[src/rtl/centroid_div_sched.sv]
// K-means centroid update: one restoring divider time-shared over all jobs.
// Define DIV_ROUND_EN for round-to-nearest quotients (default truncates).
module centroid_div_sched #(
    parameter int K     = 16,
    parameter int SUM_W = 20,
    parameter int CNT_W = 12
) (
    input  logic             clk,
    input  logic             reset,
    input  logic             start,
    input  logic [K-1:0]     cluster_en,
    output logic             busy,
    output logic             done,
    output logic [3:0]       rd_idx,
    output logic [1:0]       rd_comp,
    input  logic [SUM_W-1:0] sum_rd_data,
    input  logic [CNT_W-1:0] cnt_rd_data,
    output logic             cen_we,
    output logic [3:0]       cen_idx,
    output logic [1:0]       cen_comp,
    output logic [SUM_W-1:0] cen_data
);

    localparam int BW = $clog2(SUM_W);

    typedef enum logic [2:0] {
        S_IDLE,
        S_FETCH,
        S_DIVIDE,
        S_WRITE,
        S_DONE
    } state_e;

    state_e           state_q;
    logic [15:0]      en_q;
    logic [SUM_W-1:0] q_q;
    logic [CNT_W:0]   rem_q;
    logic [CNT_W-1:0] cnt_q;
    logic [BW-1:0]    bit_q;
    logic [3:0]       idx_q;
    logic [1:0]       comp_q;
    logic             busy_q;
    logic             done_q;
    logic             we_q;
    logic [3:0]       cidx_q;
    logic [1:0]       ccomp_q;
    logic [SUM_W-1:0] cdata_q;

    logic [CNT_W:0]   den;
    logic [CNT_W:0]   rem_sh;
    logic [CNT_W:0]   rem_d;
    logic             ge;
    logic [SUM_W-1:0] q_d;
    logic [SUM_W-1:0] res;
    logic             last;
    logic             skip;
    logic [3:0]       idx_d;
    logic [1:0]       comp_d;

    // q_q starts as the dividend and fills with quotient bits from the LSB
    always_comb begin
        den    = {1'b0, cnt_q};
        rem_sh = {rem_q[CNT_W-1:0], q_q[SUM_W-1]};
        ge     = rem_q[CNT_W] || (rem_sh >= den);
        rem_d  = ge ? (rem_sh - den) : rem_sh;
        q_d    = {q_q[SUM_W-2:0], ge};
`ifdef DIV_ROUND_EN
        res    = q_d + SUM_W'({rem_d[CNT_W-1:0], 1'b0} >= den);
`else
        res    = q_d;
`endif
        last   = (idx_q == 4'(K-1)) && (comp_q == 2'd2);
        skip   = !en_q[idx_q] || (cnt_rd_data == '0);
        idx_d  = idx_q;
        comp_d = comp_q + 2'd1;
        if (comp_q == 2'd2) begin
            idx_d  = idx_q + 4'd1;
            comp_d = 2'd0;
        end
    end

    always_ff @(posedge clk or negedge reset) begin
        if (!reset) begin
            state_q <= S_IDLE;
            en_q    <= '0;
            q_q     <= '0;
            rem_q   <= '0;
            cnt_q   <= '0;
            bit_q   <= '0;
            idx_q   <= '0;
            comp_q  <= '0;
            busy_q  <= 1'b0;
            done_q  <= 1'b0;
            we_q    <= 1'b0;
            cidx_q  <= '0;
            ccomp_q <= '0;
            cdata_q <= '0;
        end else begin
            unique case (state_q)
                S_IDLE: begin
                    if (start) begin
                        en_q    <= 16'(cluster_en);
                        idx_q   <= '0;
                        comp_q  <= '0;
                        busy_q  <= 1'b1;
                        state_q <= S_FETCH;
                    end
                end
                S_FETCH: begin
                    if (skip) begin
                        if (last) begin
                            done_q  <= 1'b1;
                            state_q <= S_DONE;
                        end else begin
                            idx_q  <= idx_d;
                            comp_q <= comp_d;
                        end
                    end else begin
                        q_q     <= sum_rd_data;
                        cnt_q   <= cnt_rd_data;
                        rem_q   <= '0;
                        bit_q   <= '0;
                        state_q <= S_DIVIDE;
                    end
                end
                S_DIVIDE: begin
                    q_q   <= q_d;
                    rem_q <= rem_d;
                    bit_q <= bit_q + 1'b1;
                    if (bit_q == BW'(SUM_W-1)) begin
                        we_q    <= 1'b1;
                        cidx_q  <= idx_q;
                        ccomp_q <= comp_q;
                        cdata_q <= res;
                        state_q <= S_WRITE;
                    end
                end
                S_WRITE: begin
                    we_q <= 1'b0;
                    if (last) begin
                        done_q  <= 1'b1;
                        state_q <= S_DONE;
                    end else begin
                        idx_q   <= idx_d;
                        comp_q  <= comp_d;
                        state_q <= S_FETCH;
                    end
                end
                S_DONE: begin
                    done_q  <= 1'b0;
                    busy_q  <= 1'b0;
                    state_q <= S_IDLE;
                end
                default: state_q <= S_IDLE;
            endcase
        end
    end

    assign busy     = busy_q;
    assign done     = done_q;
    assign rd_idx   = idx_q;
    assign rd_comp  = comp_q;
    assign cen_we   = we_q;
    assign cen_idx  = cidx_q;
    assign cen_comp = ccomp_q;
    assign cen_data = cdata_q;

endmodule

[config.mk]
export PLATFORM = sky130hd
export DESIGN_NAME = centroid_div_sched
export DESIGN_NICKNAME = d
export VERILOG_FILES = /design/src/rtl/centroid_div_sched.sv
export SDC_FILE = /design/constraint.sdc
export NUM_CORES = 1
export LEC_CHECK = 0
export CAP_MARGIN = 20
export CORE_ASPECT_RATIO = 1.75
export CORE_MARGIN = 8
export CORE_UTILIZATION = 45
export DETAILED_ROUTE_END_ITERATION = 10
export GPL_TIMING_DRIVEN = 0
export MAX_ROUTING_LAYER = met4
export PLACE_DENSITY = 0.82
export SYNTH_ARGS = -nofsm -noshare
export SYNTH_HDL_FRONTEND = slang
export SYNTH_SLANG_ARGS = --single-unit
[constraint.sdc]
create_clock -name clk -period 2.6 [get_ports clk]
set_clock_uncertainty 0.1 [all_clocks]
set_input_delay 0.52 -clock clk [delete_from_list [all_inputs] [get_ports clk]]
set_output_delay 0.52 -clock clk [all_outputs]
set_load 0.05 [all_outputs]
==> impl_metrics.sql, run 1 <==
INSERT INTO impl_metrics (metric_group, metric, value, unit) VALUES
('routing', 'drt-vias-per-instance', '5.417', ''),
('outcome', 'run_status', 'finished, final reports clean', ''),
('power', 'pwr-share-clk', '0.191', ''),
('critical_path', 'crit_fanout', '6', ''),
('critical_path', 'timing.critical_path.buf_inv', '0', ''),
('power', 'comb_power_share', '0.485', ''),
('sta', 'setup_tns', '0', 'ns'),
('synth', 'post_synth.cell_area_avg', '9.892', 'um^2'),
('layout', 'finish.net_count', '677', ''),
('floorplan', 'die_area', '14990', 'um^2'),
('global_routing', 'pin_count_of_the_biggest_net_entering_global_routing', '58', ''),
('routing', 'detail_route.drc_violations', '0', ''),
('layout', 'antenna_cells', '0', ''),
('clocking', 'clk_transition_reported_paths', '0.07', 'ns'),
('routing', 'detailroute.via_count', '4052', ''),
('synth', 'synth_sequential_area_ratio', '0.5159', ''),
('power', 'sw_frac_of_total', '0.4078', ''),
('sta', 'report.final.setup_viol', '0', ''),
('clocking', 'cts_inserted_buffers', '9', ''),
('synth', 'synth-warning-count', '0', ''),
('layout', 'syn_to_final_growth', '30.11', '%'),
('sta', 'rsz0062_at_grt', 'true', ''),
('place', 'globalplace.congestion', '0.9339', ''),
('routing', 'ant_nets', '0', ''),
('clocking', 'htree_levels', '3', ''),
('sta', 'final-max-slew-violation-count', '0', ''),
('place', 'placement.cell_area', '6087', 'um^2'),
('sta', 'period_share', '0.9857', ''),
('routing', 'detail_route.iter0.violations', '189', ''),
('synth', 'synth_seq_cells', '104', ''),
('global_routing', 'grt_first_pass_wirelength', '20.63', 'mm'),
('place', 'port_buffers', '85', ''),
('global_routing', 'gr-total-overflow', '0', ''),
('synth', 'ys_async_sr_fraction', '1.000', ''),
('power', 'seq_power_share', '0.324', ''),
('synth', 'ys_flop_type', 'dfrtp_1', ''),
('critical_path', 'crit_path_cell_trace', 'ha_2 -> nand2_2 -> a21oi_2 -> o31ai_2 -> or4_4 -> o2bb2ai_4 -> or4_4 -> nand3_2', ''),
('routing', 'drt-pass1-iter-count', '4', ''),
('synth', 'number_of_enable_flip_flop_cells_after_synthesis', '0', ''),
('clocking', 'clk_path_buf_depth', '2', ''),
('sta', 'slew_worst_pin', '0.6346', 'ns'),
('critical_path', 'worst-setup-path-type', 'reg2reg', ''),
('clocking', 'clkLatencyLatePin', '0.35', 'ns'),
('job', 'drv.max_cap_violation_count', '0', ''),
('synth', 'postSynthCellCount', '510', ''),
('floorplan', 'floorplan.core_area', '11040', 'um^2'),
('sta', 'worst_slew_margin_relative_to_its_limit', '0.5769', ''),
('power', 'vdd_ir_drop_max', '0.5843', 'mV'),
('floorplan', 'start_util', '0.4570', ''),
('floorplan', 'vertical_die_dimension', '156.1', 'um'),
('layout', 'design_area', '6564', 'um^2'),
('critical_path', 'critical_path_arrival', '2.75', 'ns'),
('sta', 'layout_setup_ws', '0.03720', 'ns'),
('power', 'power.density_cell_area', '1188', 'nW/um^2'),
('clocking', 'buffer_cell_driving_the_clock_tree_root', 'clkbuf_16', ''),
('critical_path', 'setup_crit_end_kind', 'register', ''),
('critical_path', 'timing.critical_path.max_delay_family', 'simple AND/OR/NAND/NOR gates', ''),
('sta', 'final.hold.worst_slack', '0.08356', 'ns'),
('global_routing', 'global_routing_usage_summed_across_all_routing_layers', '0.1811', ''),
('power', 'power.leakage', '0.003022', 'uW'),
('routing', 'post_drt_wl_per_cell', '16.85', 'um'),
('global_routing', 'grt_pass1_vias', '4265', ''),
('global_routing', 'number_of_antenna_violations_at_the_first_check_in_global_routing', '0', ''),
('critical_path', 'worst_setup_path_start_kind', 'register', ''),
('floorplan', 'placementRows', '51', ''),
('min_path', 'timing.hold.worst.class', 'in2async', ''),
('critical_path', 'critical-path-slowest-cell', 'or4_4', ''),
('critical_path', 'slowest_delay', '0.53', 'ns'),
('clocking', 'holdBufCountCts', '0', ''),
('power', 'power.switching', '3179', 'uW'),
('sta', 'clock.fmax', '390.2', 'MHz');
## area by class of cell
type                       count  area (um^2)  share of cell area
clock buffer                  10        229.0             0.03488
clock inverter                 6        101.3             0.01544
inverter                      18        67.56             0.01029
tap                          132        165.2             0.02516
timing repair buffer          90        905.9              0.1380
buffer                        26        127.6             0.01944
sequential                   104         2604              0.3967
multi-input combinational    362         2364              0.3601
## path summary, 6_finish.rpt
path	startpoint	end	slack (ns)	cells past startpoint
setup / recovery	rem_q[1]$_DFFE_PN0P_	rem_q[10]$_DFFE_PN0P_	0.04	8
hold / removal	reset	cnt_q[8]$_DFFE_PN0P_	0.08	1
setup reg to reg	rem_q[1]$_DFFE_PN0P_	rem_q[10]$_DFFE_PN0P_	0.04	8
hold reg to reg	en_q[10]$_DFFE_PN0P_	en_q[10]$_DFFE_PN0P_	0.38	2
max in group asynchronous	reset	rem_q[8]$_DFFE_PN0P_	1.59	2
min in group clk	en_q[10]$_DFFE_PN0P_	en_q[10]$_DFFE_PN0P_	0.38	2
## Yosys cell counts (4+ instances only)
cell type  number  area [um^2]
buf_2           8        40.04
a211oi_1        4        30.03
nand3_1        20        100.1
mux2i_1        11        110.1
o22ai_1        13        81.33
a21o_1          6        45.04
o21ai_0        29        145.1
a31oi_1        13        81.33
nor2_1         41        153.9
inv_1          18        67.56
a21oi_1        12        60.06
xor2_1          4        35.03
nand4_1         7        43.79
nand2_1       100        375.4
clkbuf_1       16        60.06
nor3_1          6        30.03
ha_1           14        175.2
mux2_2         26        292.8
xnor2_1         5        43.79
dfrtp_1       104         2603
## registers in the layout, summed over array words and instances, names as in the netlist
register,cells
cen_data,20
q_q,20
en_q,16
rem_q,13
cnt_q,12
bit_q,5
cen_idx,4
rd_idx,4
state_q,3
cen_comp,2
rd_comp,2
busy,1
cen_we,1
done,1
## metrics by stage
step | instances | total power [uW] | utilization
global placement | 727 | 5931 | 0.5491
floorplan | 510 | 5071 | -
global route | 748 | 8348 | 0.5946
finish | 748 | 7795 | 0.5946
CTS | 745 | 7646 | 0.5837
detailed placement | 728 | 6060 | 0.5514
## power by group through the flow
| stage | clock (uW) | combinational (uW) | sequential [uW] |
|---|---|---|---|
| after floorplan | 0 | 2420 | 2650 |
| after global placement | 0 | 3410 | 2520 |
| after detailed placement | 0 | 3520 | 2540 |
| after CTS | 1510 | 3620 | 2520 |
| after global routing | 1570 | 4190 | 2590 |
| final | 1490 | 3780 | 2520 |
## cell usage in the layout (no fill, tap or decap), types with 4 or more instances in the layout
cell type and n:
xor2_1 4, clkdlybuf4s50_1 84, dfrtp_1 103, o22ai_1 11, buf_2 5, xnor2_1 5, mux2_2 26, o21ai_0 28
nand2_1 99, nor3_1 6, nor2_1 41, buf_4 6, o21ai_1 4, mux2i_1 10, nand3_1 19, nand4_1 7
inv_1 17, a21oi_1 10, ha_1 11, clkbuf_16 9, clkbuf_1 14, a31oi_1 13, a21o_1 6
## cells by family after synthesis
family / count (synthesis) / synth area share
flip-flops: 104 / 0.5159
adder cells (fa/ha/maj): 15 / 0.03869
XOR/XNOR: 9 / 0.01562
AO/OA/AOI/OAI: 99 / 0.1295
multiplexers: 39 / 0.08879
AND/OR/NAND/NOR: 200 / 0.1768
buffers and inverters: 44 / 0.03472
## layer usage
layer  wire (um)  track usage
met1        5004       0.2033
met2        6682       0.3013
met3         526      0.01928
met4         388       0.1032
met5           0            -
## timing repair
action,4_1_cts,5_1_grt
endpoints found under the setup margin,22,34
pin swaps,0,5
gates resized for setup,8,26
setup buffers,1,3
(Power assumes the default switching activity.)
==> run 2: changes to the inputs <==
PLACE_DENSITY = 0.79   (was 0.82)
clock period = 3 ns   (was 2.6 ns; I/O delays follow)
==> run 2 against run 1 <==
Global-route usage down 0.13 points. Routed wire length down 0.63%. Non-clock buffer count down 4. Critical path depth down 1. Combinational power down 19%. Flip-flop and latch count unchanged. Die area unchanged. Sequential share of layout area up 1.1 points. Largest cell class unchanged. Largest power group unchanged.
==> impl_metrics.sql, run 2 (synthesized netlist as in run 1, its figures left out) <==
INSERT INTO impl_metrics (metric_group, metric, value, unit) VALUES
('outcome', 'run_status', 'finished, final reports clean', ''),
('routing', 'detailroute.via_count', '4039', ''),
('global_routing', 'pin_count_of_the_biggest_net_entering_global_routing', '55', ''),
('place', 'globalplace.congestion', '0.8750', ''),
('layout', 'most_common_cell_after_layout_fill_and_taps_aside', 'dfrtp_1', ''),
('global_routing', 'grt_first_pass_wirelength', '20.53', 'mm'),
('job', 'drv.max_cap_violation_count', '0', ''),
('clocking', 'clock-sinks', '104', ''),
('layout', 'multi_input_comb_area', '2267', 'um^2'),
('min_path', 'timing.hold.worst.class', 'in2async', ''),
('power', 'power.leakage', '0.002968', 'uW'),
('sta', 'finalWorstPathRequiredPeriod', '2.833', 'ns'),
('floorplan', 'die_width', '96.04', 'um'),
('sta', 'final-max-slew-violation-count', '0', ''),
('sta', 'rsz0062_at_grt', 'false', ''),
('power', 'vdd_ir_drop_max', '0.4647', 'mV'),
('layout', 'post-route-util', '0.5783', ''),
('global_routing', 'global_routing_usage_summed_across_all_routing_layers', '0.1798', ''),
('layout', 'antenna_cells', '0', ''),
('critical_path', 'setup_crit_end_kind', 'register', ''),
('clocking', 'tritoncts_clock_tree', 'done', ''),
('clocking', 'clk_transition_reported_paths', '0.07', 'ns'),
('clocking', 'clk_path_buf_depth', '2', ''),
('sta', 'slew_worst_pin', '0.7081', 'ns'),
('layout', 'final_cell_mix', 'dfrtp_1, nand2_1, clkdlybuf4s50_1', ''),
('routing', 'detail_route.drc_violations', '0', ''),
('layout', 'drive_above_1_share', '0.1095', ''),
('floorplan', 'top_level_ports', '86', ''),
('power', 'power.total', '6380', 'uW'),
('critical_path', 'critical_path_arrival', '3.01', 'ns'),
('floorplan', 'placementRows', '51', ''),
('critical_path', 'crit_fanout', '10', ''),
('power', 'power.density_cell_area', '999.4', 'nW/um^2'),
('layout', 'sequential_cell_area', '2603', 'um^2'),
('global_routing', 'gr-total-overflow', '0', ''),
('sta', 'period_share', '0.9444', ''),
('critical_path', 'crit_start', 'cnt_rd_data[6]', ''),
('routing', 'drt-vias-per-instance', '5.429', ''),
('layout', 'finish.net_count', '673', ''),
('routing', 'ant_nets', '0', ''),
('routing', 'drt-pass1-iter-count', '4', ''),
('critical_path', 'worst_setup_path_start_kind', 'input pin', ''),
('routing', 'post_drt_wl_per_cell', '16.83', 'um'),
('routing', 'finalWirelength', '12.52', 'mm'),
('routing', 'detail_route.iter0.violations', '180', ''),
('clocking', 'post_cts_buffers', '0', ''),
('sta', 'report.final.setup_viol', '0', ''),
('critical_path', 'worst-setup-path-type', 'in2reg', ''),
('place', 'port_buffers', '85', ''),
('floorplan', 'floorplan.core_area', '11040', 'um^2'),
('clocking', 'cts_inserted_buffers', '9', ''),
('layout', 'nFillCells', '983', ''),
('sta', 'finalHoldViolCount', '0', ''),
('clocking', 'htree_levels', '3', ''),
('floorplan', 'die_area', '14990', 'um^2'),
('clocking', 'post_cts_resized', '0', ''),
('critical_path', 'worst-endpoint-required', '3.18', 'ns'),
('sta', 'final.hold.worst_slack', '0.1919', 'ns'),
('global_routing', 'number_of_antenna_violations_at_the_first_check_in_global_routing', '0', ''),
('floorplan', 'vertical_die_dimension', '156.1', 'um'),
('layout', 'syn_to_final_growth', '26.54', '%'),
('floorplan', 'start_util', '0.4570', ''),
('sta', 'clock.fmax', '353.0', 'MHz'),
('global_routing', 'grt_pass1_vias', '4263', ''),
('place', 'dpl_wire_length', '9.585', 'mm'),
('clocking', 'buffer_cell_driving_the_clock_tree_root', 'clkbuf_16', ''),
('sta', 'worst_slew_margin_relative_to_its_limit', '0.5279', ''),
('clocking', 'clkLatencyLatePin', '0.35', 'ns'),
('critical_path', 'timing.rr.start', 'q_q[19]$_DFFE_PN0P_', ''),
('clocking', 'holdBufCountCts', '0', '');
[run 2: cell count changes in the layout (fill, tap and decap cells not counted), moves of 3 or more]
cell,before,now
clkbuf_4,3,0
buf_2,5,8
ha_1,11,14
buf_4,6,1
[run 2: path summary, 6_finish.rpt]
check,to,slack (ns),cells after the start
worst min register to register,en_q[13]$_DFFE_PN0P_,0.38,2
max in group asynchronous,cen_data[13]$_DFFE_PN0P_,1.92,2
min in group clk,en_q[13]$_DFFE_PN0P_,0.38,2
worst min-delay path,cnt_q[8]$_DFFE_PN0P_,0.19,1
worst max-delay path,q_q[17]$_DFFE_PN0P_,0.17,7
worst max register to register,rem_q[10]$_DFFE_PN0P_,0.19,10
[run 2: power by group]
part / total, uW / leakage (uW) / switching [uW] / internal (uW)
registers: 2180 / 0.00133 / 310 / 1870
logic: 3050 / 0.00150 / 1830 / 1220
clock network: 1150 / 0.000143 / 549 / 603
total: 6380 / 0.00297 / 2690 / 3690
[run 2: critical path, stage by stage]
cell and delay [ns]:
clkdlybuf4s50_1 0.42, nor4_1 0.56, a31oi_1 0.29, nand3_2 0.28, clkbuf_1 0.52, o22ai_1 0.18, nor2_1 0.16
[run 2: cell type report]
| type | instances | share of cell area |
|---|---|---|
| plain buffers | 26 | 0.01686 |
| clock buffers | 10 | 0.03744 |
| repair buffers | 86 | 0.1372 |
| flip-flops and latches | 104 | 0.4077 |
| multi-input cells | 362 | 0.3552 |
| clock inverters | 6 | 0.009212 |
| well taps | 132 | 0.02587 |
| inverters | 18 | 0.01058 |
[run 2: layer usage]
metal  up-vias  track usage  share of wire
met5         -            -              0
met4         0      0.09580          0.038
met3        26      0.02651          0.043
met2        92       0.3140           0.54
met1      1953       0.1860           0.38
li1       1968            -              -
[run 2: through the flow]
step / area [um^2] / worst slack [ns] / TNS (ns) / std cells
after floorplan: 5045 / 0.3655 / 0 / 510
after global placement: 6061 / -2.492 / -259.54 / 727
after detailed placement: 6086 / -0.1758 / -1.242 / 728
after CTS: 6384 / 0.1679 / 0 / 744
after global routing: 6384 / 0.01164 / 0 / 744
final: 6384 / 0.1669 / 0 / 744
==> run 3: changes to the inputs <==
CORE_UTILIZATION = 50   (was 45)
PLACE_DENSITY = 0.86   (was 0.79)
SLEW_MARGIN = 15   (was unset)
==> run 3 against run 2 <==
Non-clock buffer count stayed put. Clock power about the same. Power up 0.48%. Critical endpoint is now rem_q[10]$_DFFE_PN0P_. Routed wire length up 0.99%. Register-to-register slack better by 0.02 ns. First-iteration DRC count up 16%.
==> impl_metrics.sql, run 3 (synthesized netlist as in run 1, its figures left out) <==
INSERT INTO impl_metrics (metric_group, metric, value, unit) VALUES
('critical_path', 'crit_start', 'q_q[19]$_DFFE_PN0P_', ''),
('global_routing', 'gr-total-overflow', '0', ''),
('global_routing', 'number_of_antenna_violations_at_the_first_check_in_global_routing', '0', ''),
('place', 'port_buffers', '85', ''),
('power', 'power.density_cell_area', '1005', 'nW/um^2'),
('power', 'sw_frac_of_total', '0.4203', ''),
('place', 'dpl_wire_length', '9.607', 'mm'),
('global_routing', 'grt_first_pass_wirelength', '21.38', 'mm'),
('power', 'power.leakage', '0.002975', 'uW'),
('critical_path', 'crit_path_cell_trace', 'inv_1 -> ha_1 -> fa_1 -> or2b_1 -> a211oi_1 -> o31ai_1 -> a21boi_0 -> nor3_1 -> or4_1 -> nand3_1', ''),
('clocking', 'holdBufCountCts', '0', ''),
('critical_path', 'timing.rr.start', 'q_q[19]$_DFFE_PN0P_', ''),
('layout', 'final_cell_mix', 'dfrtp_1, nand2_1, clkdlybuf4s50_1', ''),
('routing', 'drt-pass1-iter-count', '4', ''),
('power', 'vdd_ir_drop_max', '0.7025', 'mV'),
('critical_path', 'worst_setup_path_start_kind', 'register', ''),
('routing', 'detail_route.drc_violations', '0', ''),
('clocking', 'post_cts_buffers', '0', ''),
('critical_path', 'worst-endpoint-required', '3.19', 'ns'),
('outcome', 'run_status', 'finished, final reports clean', ''),
('floorplan', 'die_area', '13690', 'um^2'),
('global_routing', 'pin_count_of_the_biggest_net_entering_global_routing', '76', ''),
('place', 'placement.cell_area', '6081', 'um^2'),
('routing', 'detail_route.iter0.violations', '208', ''),
('global_routing', 'grt_pass1_vias', '4528', ''),
('sta', 'finalHoldViolCount', '0', ''),
('clocking', 'cts_inserted_buffers', '9', ''),
('critical_path', 'worst-setup-path-type', 'reg2reg', ''),
('sta', 'layout_setup_ws', '0.2141', 'ns'),
('clocking', 'clk_path_buf_depth', '2', ''),
('clocking', 'htree_levels', '3', ''),
('clocking', 'post_cts_resized', '0', ''),
('sta', 'final-max-slew-violation-count', '0', ''),
('min_path', 'timing.hold.worst.class', 'in2async', ''),
('layout', 'syn_to_final_growth', '26.46', '%'),
('routing', 'post_drt_wl_per_cell', '17.16', 'um'),
('critical_path', 'setup_crit_end_kind', 'register', ''),
('routing', 'detailroute.via_count', '4151', ''),
('critical_path', 'r2r_slack', '0.21', 'ns'),
('global_routing', 'global_routing_usage_summed_across_all_routing_layers', '0.1990', ''),
('place', 'globalplace.congestion', '0.9358', ''),
('floorplan', 'vertical_die_dimension', '148.9', 'um'),
('sta', 'period_share', '0.9286', ''),
('power', 'p_int', '3716', 'uW'),
('routing', 'drt-vias-per-instance', '5.632', ''),
('critical_path', 'slowest_delay', '0.41', 'ns'),
('power', 'pwr-share-clk', '0.181', ''),
('clocking', 'clkLatencyLatePin', '0.36', 'ns'),
('clocking', 'tritoncts_clock_tree', 'done', ''),
('routing', 'ant_nets', '0', ''),
('critical_path', 'critical-path-slowest-cell', 'fa_1', ''),
('power', 'seq_power_share', '0.341', ''),
('critical_path', 'crit_fanout', '2', ''),
('power', 'comb_power_share', '0.478', ''),
('layout', 'antenna_cells', '0', ''),
('critical_path', 'critical_path_arrival', '2.97', 'ns'),
('sta', 'rsz0062_at_grt', 'false', ''),
('layout', 'drive_above_1_share', '0.1095', ''),
('layout', 'design_area', '6380', 'um^2'),
('floorplan', 'die_width', '91.93', 'um'),
('layout', 'finish.net_count', '673', ''),
('floorplan', 'start_util', '0.5122', ''),
('place', 'dpl_worst_slack', '-0.08079', 'ns'),
('floorplan', 'floorplan.core_area', '9849', 'um^2'),
('sta', 'report.final.setup_viol', '0', ''),
('routing', 'finalWirelength', '12.65', 'mm'),
('sta', 'worst_slew_margin_relative_to_its_limit', '0.6081', ''),
('sta', 'finalWorstPathRequiredPeriod', '2.786', 'ns'),
('sta', 'clock.fmax', '358.9', 'MHz'),
('clocking', 'clock-sinks', '104', ''),
('clocking', 'clk_transition_reported_paths', '0.08', 'ns'),
('power', 'power.switching', '2695', 'uW'),
('sta', 'slew_worst_pin', '0.5825', 'ns'),
('floorplan', 'placementRows', '48', ''),
('clocking', 'buffer_cell_driving_the_clock_tree_root', 'clkbuf_16', ''),
('floorplan', 'top_level_ports', '86', ''),
('layout', 'most_common_cell_after_layout_fill_and_taps_aside', 'dfrtp_1', ''),
('job', 'drv.max_cap_violation_count', '0', '');
## run 3: stage by stage
stage	hold WS, ns	utilization	total power, uW	cells	setup TNS [ns]
5_1_grt	0.02257	0.6477	6879	737	0
4_1_cts	0.01598	0.6477	6433	737	0
3_3_place_gp	0.3533	0.6145	5086	720	-258.12
3_5_place_dp	0.3554	0.6174	5242	721	-0.4029
2_1_floorplan	0.2044	-	4393	510	0
6_report	0.01434	0.6477	6411	737	0
## run 3: area by class of cell
class	instances	area, um^2
fillers	781	3470
flip-flops and latches	104	2603
multi-input cells	362	2267
repair buffers	86	879.6
clock buffers	11	252.7
well taps	125	156.4
plain buffers	26	107.6
inverters	18	67.56
clock inverters	5	46.29
## run 3: worst paths after layout
check,endpoint,cells past startpoint
max in group asynchronous,cnt_q[11]$_DFFE_PN0P_,2
max reg2reg,rem_q[10]$_DFFE_PN0P_,10
min in group clk,en_q[10]$_DFFE_PN0P_,2
min reg2reg,en_q[10]$_DFFE_PN0P_,2
max,rem_q[10]$_DFFE_PN0P_,10
min,cen_comp[0]$_DFFE_PN0P_,1
## run 3: per-layer routing
metal / GRT usage / vias up / part of all wire
met5: - / - / 0
met4: 0.1095 / 0 / 0.041
met3: 0.03831 / 32 / 0.043
met2: 0.3490 / 108 / 0.54
met1: 0.2027 / 2049 / 0.37
li1: - / 1962 / -
## run 3: worst max-delay path: cells and delay by family (launching register included)
family	cells	cell delay [ns]
flip-flops	1	0.35
AND/OR/NAND/NOR	4	0.84
buffers and inverters	1	0.06
AO/OA/AOI/OAI	3	0.74
adder cells (fa/ha/maj)	2	0.63
## run 3: power by group through the flow
stage	registers, uW	logic, uW	clock network, uW
final	2180	3060	1160
after CTS	2180	3070	1180
after global routing	2250	3390	1240
after global placement	2180	2910	0
after detailed placement	2200	3040	0
after floorplan	2300	2100	0
